==> src/rtl/multdiv_pkg.sv <==
// ============================================================================
// Module : multdiv_pkg
// Brief  : Shared constants for the multdiv unit (divider state encoding, sizes)
// Rev    : 1.0 - initial release
// ============================================================================
`default_nettype none

package multdiv_pkg;

  localparam int DIV_WIDTH = 32;
  localparam int DIV_CNT_W = 6;

  localparam logic [1:0] IDLE = 2'd0;
  localparam logic [1:0] RUN  = 2'd1;
  localparam logic [1:0] FIX  = 2'd2;
  localparam logic [1:0] DONE = 2'd3;

endpackage

`default_nettype wire

==> src/rtl/div_step.sv <==
// ============================================================================
// Module : div_step
// Brief  : One combinational restoring-division iteration (shift, trial subtract)
// Rev    : 1.0 - initial release
// ============================================================================
`default_nettype none

module div_step #(
  parameter int WIDTH = 32
) (
  input  logic [WIDTH-1:0] rem,
  input  logic [WIDTH-1:0] dvd,
  input  logic [WIDTH-1:0] divisor,
  output logic [WIDTH-1:0] remNext,
  output logic [WIDTH-1:0] dvdNext,
  output logic             qBit
);

  logic [WIDTH-1:0] w_remShift;
  logic [WIDTH:0]   w_trial;
  logic             w_unusedRemMsb;

  // rem always stays below divisor <= 2^(WIDTH-1), so its MSB is never set
  assign w_unusedRemMsb = rem[WIDTH-1];

  assign w_remShift = {rem[WIDTH-2:0], dvd[WIDTH-1]};
  assign w_trial    = {1'b0, w_remShift} - {1'b0, divisor};
  assign qBit       = ~w_trial[WIDTH];
  assign remNext    = qBit ? w_trial[WIDTH-1:0] : w_remShift;
  assign dvdNext    = {dvd[WIDTH-2:0], qBit};

endmodule

`default_nettype wire

==> src/rtl/div_controller.sv <==
// ============================================================================
// Module : div_controller
// Brief  : Sequencer for the signed iterative restoring divider
// Rev    : 1.0 - initial release
// ============================================================================
`default_nettype none

module div_controller
  import multdiv_pkg::*;
#(
  parameter int WIDTH = DIV_WIDTH,
  parameter int CNT_W = DIV_CNT_W
) (
  input  logic             clock,
  input  logic             reset,
  input  logic             ctrl_DIV,
  input  logic [WIDTH-1:0] data_operandA,
  input  logic [WIDTH-1:0] data_operandB,
  output logic [WIDTH-1:0] data_result,
  output logic [WIDTH-1:0] data_remainder,
  output logic             data_exception,
  output logic             data_resultRDY,
  output logic             busy
);

  localparam logic [CNT_W-1:0] c_LAST_CNT = CNT_W'(WIDTH - 1);

  logic [1:0]       r_state;
  logic [CNT_W-1:0] r_cnt;
  logic [WIDTH-1:0] r_rem;
  logic [WIDTH-1:0] r_dvd;
  logic [WIDTH-1:0] r_divisor;
  logic             r_qNeg;
  logic             r_rNeg;
  logic [WIDTH-1:0] r_result;
  logic [WIDTH-1:0] r_remOut;
  logic             r_exc;
  logic             r_rdy;

  logic [WIDTH-1:0] w_absA;
  logic [WIDTH-1:0] w_absB;
  logic [WIDTH-1:0] w_remNext;
  logic [WIDTH-1:0] w_dvdNext;
  logic             w_qBit;

  // Negating INT_MIN yields 0x80...0, which is the correct unsigned magnitude
  assign w_absA = data_operandA[WIDTH-1] ? (~data_operandA + 1'b1) : data_operandA;
  assign w_absB = data_operandB[WIDTH-1] ? (~data_operandB + 1'b1) : data_operandB;

  div_step #(.WIDTH(WIDTH)) u_step (
    .rem     (r_rem),
    .dvd     (r_dvd),
    .divisor (r_divisor),
    .remNext (w_remNext),
    .dvdNext (w_dvdNext),
    .qBit    (w_qBit)
  );

  always_ff @(posedge clock) begin
    if (reset) begin
      r_state   <= IDLE;
      r_cnt     <= '0;
      r_rem     <= '0;
      r_dvd     <= '0;
      r_divisor <= '0;
      r_qNeg    <= 1'b0;
      r_rNeg    <= 1'b0;
      r_result  <= '0;
      r_remOut  <= '0;
      r_exc     <= 1'b0;
      r_rdy     <= 1'b0;
    end else begin
      r_rdy <= 1'b0;
      case (r_state)
        IDLE, DONE: begin
          if (ctrl_DIV) begin
            r_dvd     <= w_absA;
            r_rem     <= '0;
            r_divisor <= w_absB;
            r_qNeg    <= data_operandA[WIDTH-1] ^ data_operandB[WIDTH-1];
            r_rNeg    <= data_operandA[WIDTH-1];
            r_cnt     <= '0;
            if (data_operandB == '0) begin
              r_state  <= DONE;
              r_result <= '0;
              r_remOut <= '0;
              r_exc    <= 1'b1;
              r_rdy    <= 1'b1;
            end else begin
              r_state <= RUN;
            end
          end else begin
            r_state <= IDLE;
          end
        end
        RUN: begin
          r_rem <= w_remNext;
          r_dvd <= w_dvdNext;
          r_cnt <= r_cnt + 1'b1;
          if (r_cnt == c_LAST_CNT) begin
            r_state <= FIX;
          end
        end
        FIX: begin
          r_result <= r_qNeg ? (~r_dvd + 1'b1) : r_dvd;
          r_remOut <= r_rNeg ? (~r_rem + 1'b1) : r_rem;
          r_exc    <= 1'b0;
          r_rdy    <= 1'b1;
          r_state  <= DONE;
        end
        default: r_state <= IDLE;
      endcase
    end
  end

  assign data_result    = r_result;
  assign data_remainder = r_remOut;
  assign data_exception = r_exc;
  assign data_resultRDY = r_rdy;
  assign busy           = (r_state == RUN) || (r_state == FIX);

endmodule

`default_nettype wire
==> config.mk <==
export PLATFORM = sky130hd
export DESIGN_NAME = div_controller
export DESIGN_NICKNAME = d
export VERILOG_FILES = /design/src/rtl/multdiv_pkg.sv /design/src/rtl/div_step.sv /design/src/rtl/div_controller.sv
export SDC_FILE = /design/constraint.sdc
export NUM_CORES = 1
export LEC_CHECK = 0
export BUFFER_PORTS_ARGS = -buffer_cell sky130_fd_sc_hd__buf_2
export CORE_ASPECT_RATIO = 1.1
export CORE_MARGIN = 4
export CORE_UTILIZATION = 54
export CTS_CLUSTER_SIZE = 16
export DETAILED_ROUTE_END_ITERATION = 10
export GPL_TIMING_DRIVEN = 0
export PLACE_DENSITY = 0.78
export SKIP_CTS_REPAIR_TIMING = 1
export SLEW_MARGIN = 5
export SYNTH_ARGS = -nofsm -noshare
export SYNTH_HDL_FRONTEND = slang
export SYNTH_SLANG_ARGS = --single-unit
==> constraint.sdc <==
create_clock -name clock -period 3 [get_ports clock]
set_input_delay 0.75 -clock clock [delete_from_list [all_inputs] [get_ports clock]]
set_output_delay 0.75 -clock clock [all_outputs]
set_load 0.1 [all_outputs]
==> impl_metrics.sql, run 1 <==
INSERT INTO impl_metrics (metric_group, metric, value, unit) VALUES
('yosys', 'postSynth.topFlopCell', 'dfxtp_1', ''),
('critical_path', 'worst-path-max-fanout', '7', ''),
('timing', 'final_hold_viol_count', '0', ''),
('critical_path', 'crit_end', 'r_rem[1]', ''),
('timing', 'finalWorstSetupSlack', '-15.8', 'ps'),
('yosys', 'register_bit_count_reported_by_yosys', '172', ''),
('detailed_routing', 'vias_after_detailed_routing', '11224', ''),
('timing', 'worst-slew-pin-transition', '779', 'ps'),
('run_status', 'status', 'finished, violations left', ''),
('power', 'vdd_ir_drop_max', '0.000791', 'V'),
('critical_path', 'startpoint', 'r_rem[12]', ''),
('finish', 'layout-area-overhead-vs-synth', '16.6', '%'),
('detailed_routing', 'routed_wirelength', '34.6', 'mm'),
('clocking', 'clock_insertion_delay_worst_skew', '450', 'ps'),
('yosys', 'synth_enable_flop_cells', '0', ''),
('run_status', 'failed_checks', 'negative setup slack', ''),
('floorplanning', 'core_region_area', '19900', 'µm²'),
('timing', 'timing.fmax', '0.332', 'GHz'),
('finish', 'layout.nets', '1682', ''),
('critical_path', 'r2r_setup_slk', '-20', 'ps'),
('timing', 'timing_max_transition_violations_final', '0', ''),
('placement', 'post_dp_hpwl', '26.7', 'mm'),
('critical_path', 'worst-endpoint-arrival', '3420', 'ps'),
('placement', 'finalWeightedCongestion', '0.973', ''),
('clocking', 'tritoncts.num_buffers', '17', ''),
('critical_path', 'worst_r2r_startpoint', 'r_rem[12]', ''),
('global_route', 'number_of_antenna_violations_at_the_first_check_in_global_routing', '0', ''),
('critical_path', 'cp_data_required_time', '3400', 'ps'),
('clocking', 'cts_sinks', '172', ''),
('detailed_routing', 'drtIter0Drc', '1037', ''),
('yosys', 'synthesis.yosys.warnings', '0', ''),
('timing', 'rsz0062_at_grt', 'yes', ''),
('floorplanning', 'die_area', '22600', 'µm²'),
('timing', 'layout_worst_path_cycle_share', '1.01', ''),
('placement', 'placement.io_buffers', '133', ''),
('yosys', 'syn_inst', '1422', ''),
('timing', 'finalWorstPathRequiredPeriod', '3020', 'ps'),
('clocking', 'path_clk_slew', '80', 'ps'),
('clocking', 'cts_tree', 'done', ''),
('critical_path', 'critPathKind', 'flip-flop to flip-flop', ''),
('yosys', 'ys_async_sr_fraction', '0', ''),
('floorplanning', 'chipWidth', '144', 'µm'),
('yosys', 'netlist_area', '10900', 'µm²'),
('floorplanning', 'chipHeight', '157', 'µm'),
('critical_path', 'worstSetupEndpointType', 'flip-flop', ''),
('placement', 'placed_cells_incl_taps', '1807', ''),
('finish', 'post_route_cells_drive_above_1_share', '0.154', ''),
('yosys', 'postSynthAreaPerCell', '7.69', 'µm²'),
('finish', 'post_layout_nonfiller_instances', '1839', ''),
('detailed_routing', 'via_per_inst', '6.10', ''),
('timing', 'final-setup-viol-count', '2', ''),
('hold_path', 'hp-class', 'flip-flop to flip-flop', ''),
('clocking', 'clock_tree.buffer_depth', '2', ''),
('global_route', 'grt.total_usage', '0.298', ''),
('power', 'power_leakage', '0.00535', 'µW'),
('detailed_routing', 'antenna_left', '0', ''),
('job', 'max_cap_violations', '0', ''),
('critical_path', 'worstSetupStartpointType', 'flip-flop', ''),
('detailed_routing', 'post-route-drc-count', '0', ''),
('detailed_routing', 'detailedRoute.firstPassIterationCount', '6', ''),
('floorplanning', 'num_io_pins', '134', ''),
('power', 'power.density', '778', 'nW/µm²'),
('timing', 'finClkSkew', '16.5', 'ps'),
('timing', 'max-slew-margin-rel', '0.474', ''),
('yosys', 'synthDistinctLibCells', '71', ''),
('clocking', 'htree_levels', '4', ''),
('global_route', 'overflow', '0', ''),
('floorplanning', 'floorplan.rows', '54', ''),
('global_route', 'global_route_wire_length_before_repair', '53.4', 'mm'),
('clocking', 'clk_root_buffer_cell', 'clkbuf_16', ''),
('power', 'finalPower', '9920', 'µW'),
('global_route', 'number_of_global_route_vias_before_repair', '10163', ''),
('floorplanning', 'floorplan.initialDensity', '0.551', ''),
('finish', 'diodes', '0', ''),
('yosys', 'synth_fp_nets', '1530', ''),
('global_route', 'maximum_number_of_pins_on_one_net_before_global_route_repair', '21', ''),
('detailed_routing', 'wl_per_cell', '18.8', 'µm'),
('yosys', 'yosysSeqAreaShare', '0.315', ''),
('critical_path', 'worstRegToRegCells', '11', ''),
('critical_path', 'reg2reg_to', 'r_rem[1]', '');
power breakdown:
part	switching [µW]	internal (µW)
combinational	3040	1570
clock	1120	1130
sequential	418	2630
cell families (layout without fill, tap and decap cells):
| logic type | count (synthesis) | after routing | synth area share |
|---|---|---|---|
| AND/OR/NAND/NOR | 489 | 489 | 0.210 |
| adder cells (fa/ha/maj) | 41 | 41 | 0.0476 |
| XOR/XNOR | 145 | 145 | 0.116 |
| AO/OA/AOI/OAI | 433 | 433 | 0.257 |
| flip-flops | 172 | 172 | 0.315 |
| buffers and inverters | 138 | 303 | 0.0509 |
| multiplexers | 4 | 4 | 0.00366 |
final cells by class:
class                   count  area, µm²
fillers                  1723       7110
multi-input cells        1112       7080
flip-flops and latches    172       3450
repair buffers            138        703
clock buffers              17        425
plain buffers              83        394
well taps                 252        315
clock inverters            15        191
inverters                  50        188
layout by cell type, fill, tap and decap left out, drive strengths merged, types with 37 or more instances in the layout:
cell	instances
nand2	221
dfxtp	172
buf	157
a21oi	128
o21ai	95
nor2	94
xor2	83
clkbuf	81
xnor2	62
inv	55
nand3	53
ha	40
o31ai	37
flip-flops by register name (all words and copies together), names as in the netlist:
signal,cells
r_dvd,32
r_rem,32
r_state,2
r_rNeg,1
r_qNeg,1
data_remainder,32
data_resultRDY,1
data_exception,1
r_cnt,6
r_divisor,32
data_result,32
how the worst min path moves through the flow:
stage / from / end / cells after the start
finish: data_result[22] / data_result[22] / 2
global route: data_result[6] / data_result[6] / 2
CTS: data_remainder[14] / data_remainder[14] / 2
detailed placement: data_remainder[14] / data_remainder[14] / 2
global placement: data_remainder[4] / data_remainder[4] / 2
floorplan: r_divisor[22] / r_divisor[22] / 2
cell usage after synthesis, drive strengths merged (19+ instances only):
| cell type | number | share of area |
|---|---|---|
| nand2 | 221 | 0.076 |
| dfxtp | 172 | 0.31 |
| a21oi | 128 | 0.059 |
| o21ai | 95 | 0.043 |
| nor2 | 94 | 0.032 |
| xor2 | 83 | 0.066 |
| clkbuf | 74 | 0.025 |
| xnor2 | 62 | 0.050 |
| nand3 | 53 | 0.024 |
| inv | 49 | 0.017 |
| ha | 40 | 0.046 |
| o31ai | 37 | 0.027 |
| a211oi | 33 | 0.023 |
| a22o | 33 | 0.026 |
| o41ai | 20 | 0.016 |
| a21o | 19 | 0.013 |
critical path, cell delays in order (launching register included):
cell and delay (ps):
dfxtp_1 570, ha_1 360, a21o_1 200, a21o_1 190
a221oi_2 360, o211ai_1 230, a41oi_2 370, buf_6 200
buf_4 150, nand2_1 60, o21ai_0 110, a22o_1 170
per-stage QoR:
step	area [µm²]	util	hold WS [ps]	setup slack, ps	setup TNS (ps)
after global placement	11900	0.600	437	-798	-53940
final	12800	0.642	451	-15.8	-20.6
after CTS	12500	0.631	453	-589	-25420
after global routing	12800	0.642	469	-84.4	-609
after floorplan	10900	-	432	-47.0	-470
after detailed placement	11900	0.600	441	-853	-55340
layer usage:
layer	GRT usage	share of wire
met5	0	0
met3	0.0480	0.077
met4	0.124	0.039
met1	0.389	0.41
met2	0.490	0.47
Note: power is estimated with default switching activity, not from simulation.
==> inputs of run 2 (changes only) <==
==> constraint.sdc (replaced) <==
create_clock -name clock -period 3 [get_ports clock]
set_input_delay 0.45 -clock clock [delete_from_list [all_inputs] [get_ports clock]]
set_output_delay 0.45 -clock clock [all_outputs]
set_load 0.1 [all_outputs]
==> run 2 against run 1 <==
The run now ends clean. Sequential power barely moved. Final area fell by 0.80%. First-iteration DRC count decreased by 11%. Clock power up 2%. Critical path depth fell by 1. Register-to-register slack gained 70 ps. Power barely moved. Via count fell by 0.50%. Critical endpoint is now r_dvd[0]. Highest routed layer unchanged.
==> impl_metrics.sql, run 2 (synthesis gave the netlist of run 1 again) <==
INSERT INTO impl_metrics (metric_group, metric, value, unit) VALUES
('critical_path', 'worstRegToRegCells', '10', ''),
('timing', 'worst_hold_slack', '317', 'ps'),
('placement', 'placement.io_buffers', '133', ''),
('critical_path', 'reg2reg_to', 'r_dvd[0]', ''),
('global_route', 'groute.layer.met1.usage', '0.389', ''),
('critical_path', 'worst_r2r_startpoint', 'r_rem[26]', ''),
('finish', 'final_cell_area', '12600', 'µm²'),
('critical_path', 'timing.critical_path.cells', 'ha_1, a21oi_1, o211ai_1, nor3_1, o211ai_1, a41oi_2, buf_4, a211oi_1, a21oi_1, nor2_1', ''),
('timing', 'timing.fmax', '0.340', 'GHz'),
('power', 'power_leakage', '0.00531', 'µW'),
('clocking', 'clock_insertion_delay_worst_skew', '450', 'ps'),
('job', 'max_cap_violations', '0', ''),
('critical_path', 'r2r_setup_slk', '60', 'ps'),
('global_route', 'maximum_number_of_pins_on_one_net_before_global_route_repair', '18', ''),
('critical_path', 'worst-endpoint-arrival', '3260', 'ps'),
('finish', 'final_common_cell', 'nand2_1', ''),
('detailed_routing', 'via_per_inst', '6.09', ''),
('clocking', 'tritoncts.num_buffers', '17', ''),
('hold_path', 'holdPathStages', '3', ''),
('floorplanning', 'chipWidth', '144', 'µm'),
('critical_path', 'timing.critical_path.buf_inv', '1', ''),
('finish', 'diodes', '0', ''),
('global_route', 'grt.met2_usage', '0.487', ''),
('floorplanning', 'floorplan.initialDensity', '0.551', ''),
('critical_path', 'cp_top_family', 'compound AO/OA/AOI/OAI gates', ''),
('global_route', 'grt.total_usage', '0.297', ''),
('critical_path', 'worstSetupStartpointType', 'flip-flop', ''),
('finish', 'commonest_cells_after_routing_fill_and_taps_aside', 'nand2_1 (221), dfxtp_1 (163), buf_2 (135)', ''),
('detailed_routing', 'wl_per_cell', '18.6', 'µm'),
('timing', 'final_hold_viol_count', '0', ''),
('floorplanning', 'floorplan.rows', '54', ''),
('clocking', 'path_clk_slew', '70', 'ps'),
('detailed_routing', 'drtIter0Drc', '924', ''),
('detailed_routing', 'detailedRoute.firstPassIterationCount', '6', ''),
('timing', 'max-slew-margin-rel', '0.389', ''),
('detailed_routing', 'antenna_left', '0', ''),
('placement', 'place_area', '11900', 'µm²'),
('global_route', 'overflow', '0', ''),
('critical_path', 'cpMaxStageDelayCell', 'dfxtp_1', ''),
('placement', 'finalWeightedCongestion', '0.953', ''),
('clocking', 'cts_tree', 'done', ''),
('finish', 'register_area', '3450', 'µm²'),
('hold_path', 'hp-class', 'primary input to flip-flop', ''),
('clocking', 'clock_tree.buffer_depth', '2', ''),
('detailed_routing', 'routed_wirelength', '34.2', 'mm'),
('finish', 'post_route_cells_drive_above_1_share', '0.146', ''),
('global_route', 'global_route_wire_length_before_repair', '53.2', 'mm'),
('global_route', 'number_of_global_route_vias_before_repair', '10282', ''),
('clocking', 'htree_levels', '4', ''),
('global_route', 'gr-max-usage-layer', 'met2', ''),
('clocking', 'cts_sinks', '172', ''),
('finish', 'fillCellCount', '1769', ''),
('finish', 'layout-area-overhead-vs-synth', '15.7', '%'),
('finish', 'final_standard_cell_utilization_of_the_core', '0.637', ''),
('finish', 'post_layout_nonfiller_instances', '1835', ''),
('timing', 'worst-slew-pin-transition', '914', 'ps'),
('placement', 'post_dp_hpwl', '26.4', 'mm'),
('critical_path', 'cp_slowest_stage_delay', '530', 'ps'),
('global_route', 'number_of_antenna_violations_at_the_first_check_in_global_routing', '0', ''),
('timing', 'rsz0062_at_grt', 'yes', ''),
('floorplanning', 'die_area', '22600', 'µm²'),
('hold_path', 'hold_end', 'r_divisor[0]', ''),
('floorplanning', 'num_io_pins', '134', ''),
('floorplanning', 'core_region_area', '19900', 'µm²'),
('timing', 'finalWorstPathRequiredPeriod', '2940', 'ps'),
('power', 'power.density', '784', 'nW/µm²'),
('detailed_routing', 'post-route-drc-count', '0', ''),
('finish', 'layout.nets', '1678', ''),
('power', 'vdd_ir_drop_max', '0.000777', 'V'),
('timing', 'finClkSkew', '10.7', 'ps'),
('run_status', 'status', 'finished clean', ''),
('hold_path', 'hp-start', 'data_operandB[0]', ''),
('finish', 'multiInputGateArea', '7030', 'µm²'),
('critical_path', 'worstSetupEndpointType', 'flip-flop', ''),
('placement', 'placed_cells_incl_taps', '1807', ''),
('timing', 'layout_worst_path_cycle_share', '0.982', ''),
('critical_path', 'worst-path-max-fanout', '10', ''),
('critical_path', 'critPathKind', 'flip-flop to flip-flop', ''),
('detailed_routing', 'vias_after_detailed_routing', '11168', ''),
('critical_path', 'cp.depth', '10', ''),
('critical_path', 'cp_data_required_time', '3310', 'ps'),
('global_route', 'gr-usage-met3', '0.0498', ''),
('floorplanning', 'chipHeight', '157', 'µm'),
('timing', 'timing_max_transition_violations_final', '0', ''),
('timing', 'fin_tns_setup', '0', 'ps'),
('timing', 'final-setup-viol-count', '0', ''),
('clocking', 'clk_root_buffer_cell', 'clkbuf_16', '');
-- run 2: worst reg2reg max path: cells and delay by family (launching register included) --
kind / cells / cell delay, ps
AND/OR/NAND/NOR: 2 / 370
flip-flops: 1 / 530
buffers and inverters: 1 / 290
adder cells (fa/ha/maj): 1 / 390
AO/OA/AOI/OAI: 6 / 1250
-- run 2: cell type report --
type,count,area share
Multi-Input combinational cell,1112,0.556
Sequential cell,172,0.273
Tap cell,252,0.0249
Clock inverter,13,0.0132
Clock buffer,19,0.0342
Inverter,50,0.0148
Buffer,83,0.0298
Timing Repair Buffer,134,0.0542
-- run 2: how the worst max path moves through the flow --
stage | start | end | slack [ps]
4_1_cts | r_rem[22] | r_rem[3] | -590
3_3_place_gp | r_rem[22] | r_rem[24] | -570
2_1_floorplan | data_operandB[23] | data_remainder[27] | 250
3_5_place_dp | r_rem[22] | r_rem[3] | -570
6_report | r_rem[26] | r_dvd[0] | 60
5_1_grt | r_rem[13] | r_dvd[0] | -90
-- run 2: stage by stage --
stage / power (µW) / setup WS (ps)
global route: 10500 / -86.7
floorplan: 6310 / 253
finish: 9920 / 55.2
detailed placement: 7450 / -569
CTS: 9750 / -593
global placement: 7390 / -567
-- run 2: power breakdown --
part / internal [µW] / switching, µW / total, µW
Sequential: 2630 / 428 / 3060
Clock: 1270 / 1040 / 2310
Combinational: 1540 / 3010 / 4550
Total: 5440 / 4480 / 9920
-- run 2: metal layers --
metal	vias to the layer above	wire length, µm
li1	5382	-
met3	93	2300
met2	456	15800
met5	-	0
met4	0	1440
met1	5237	14600
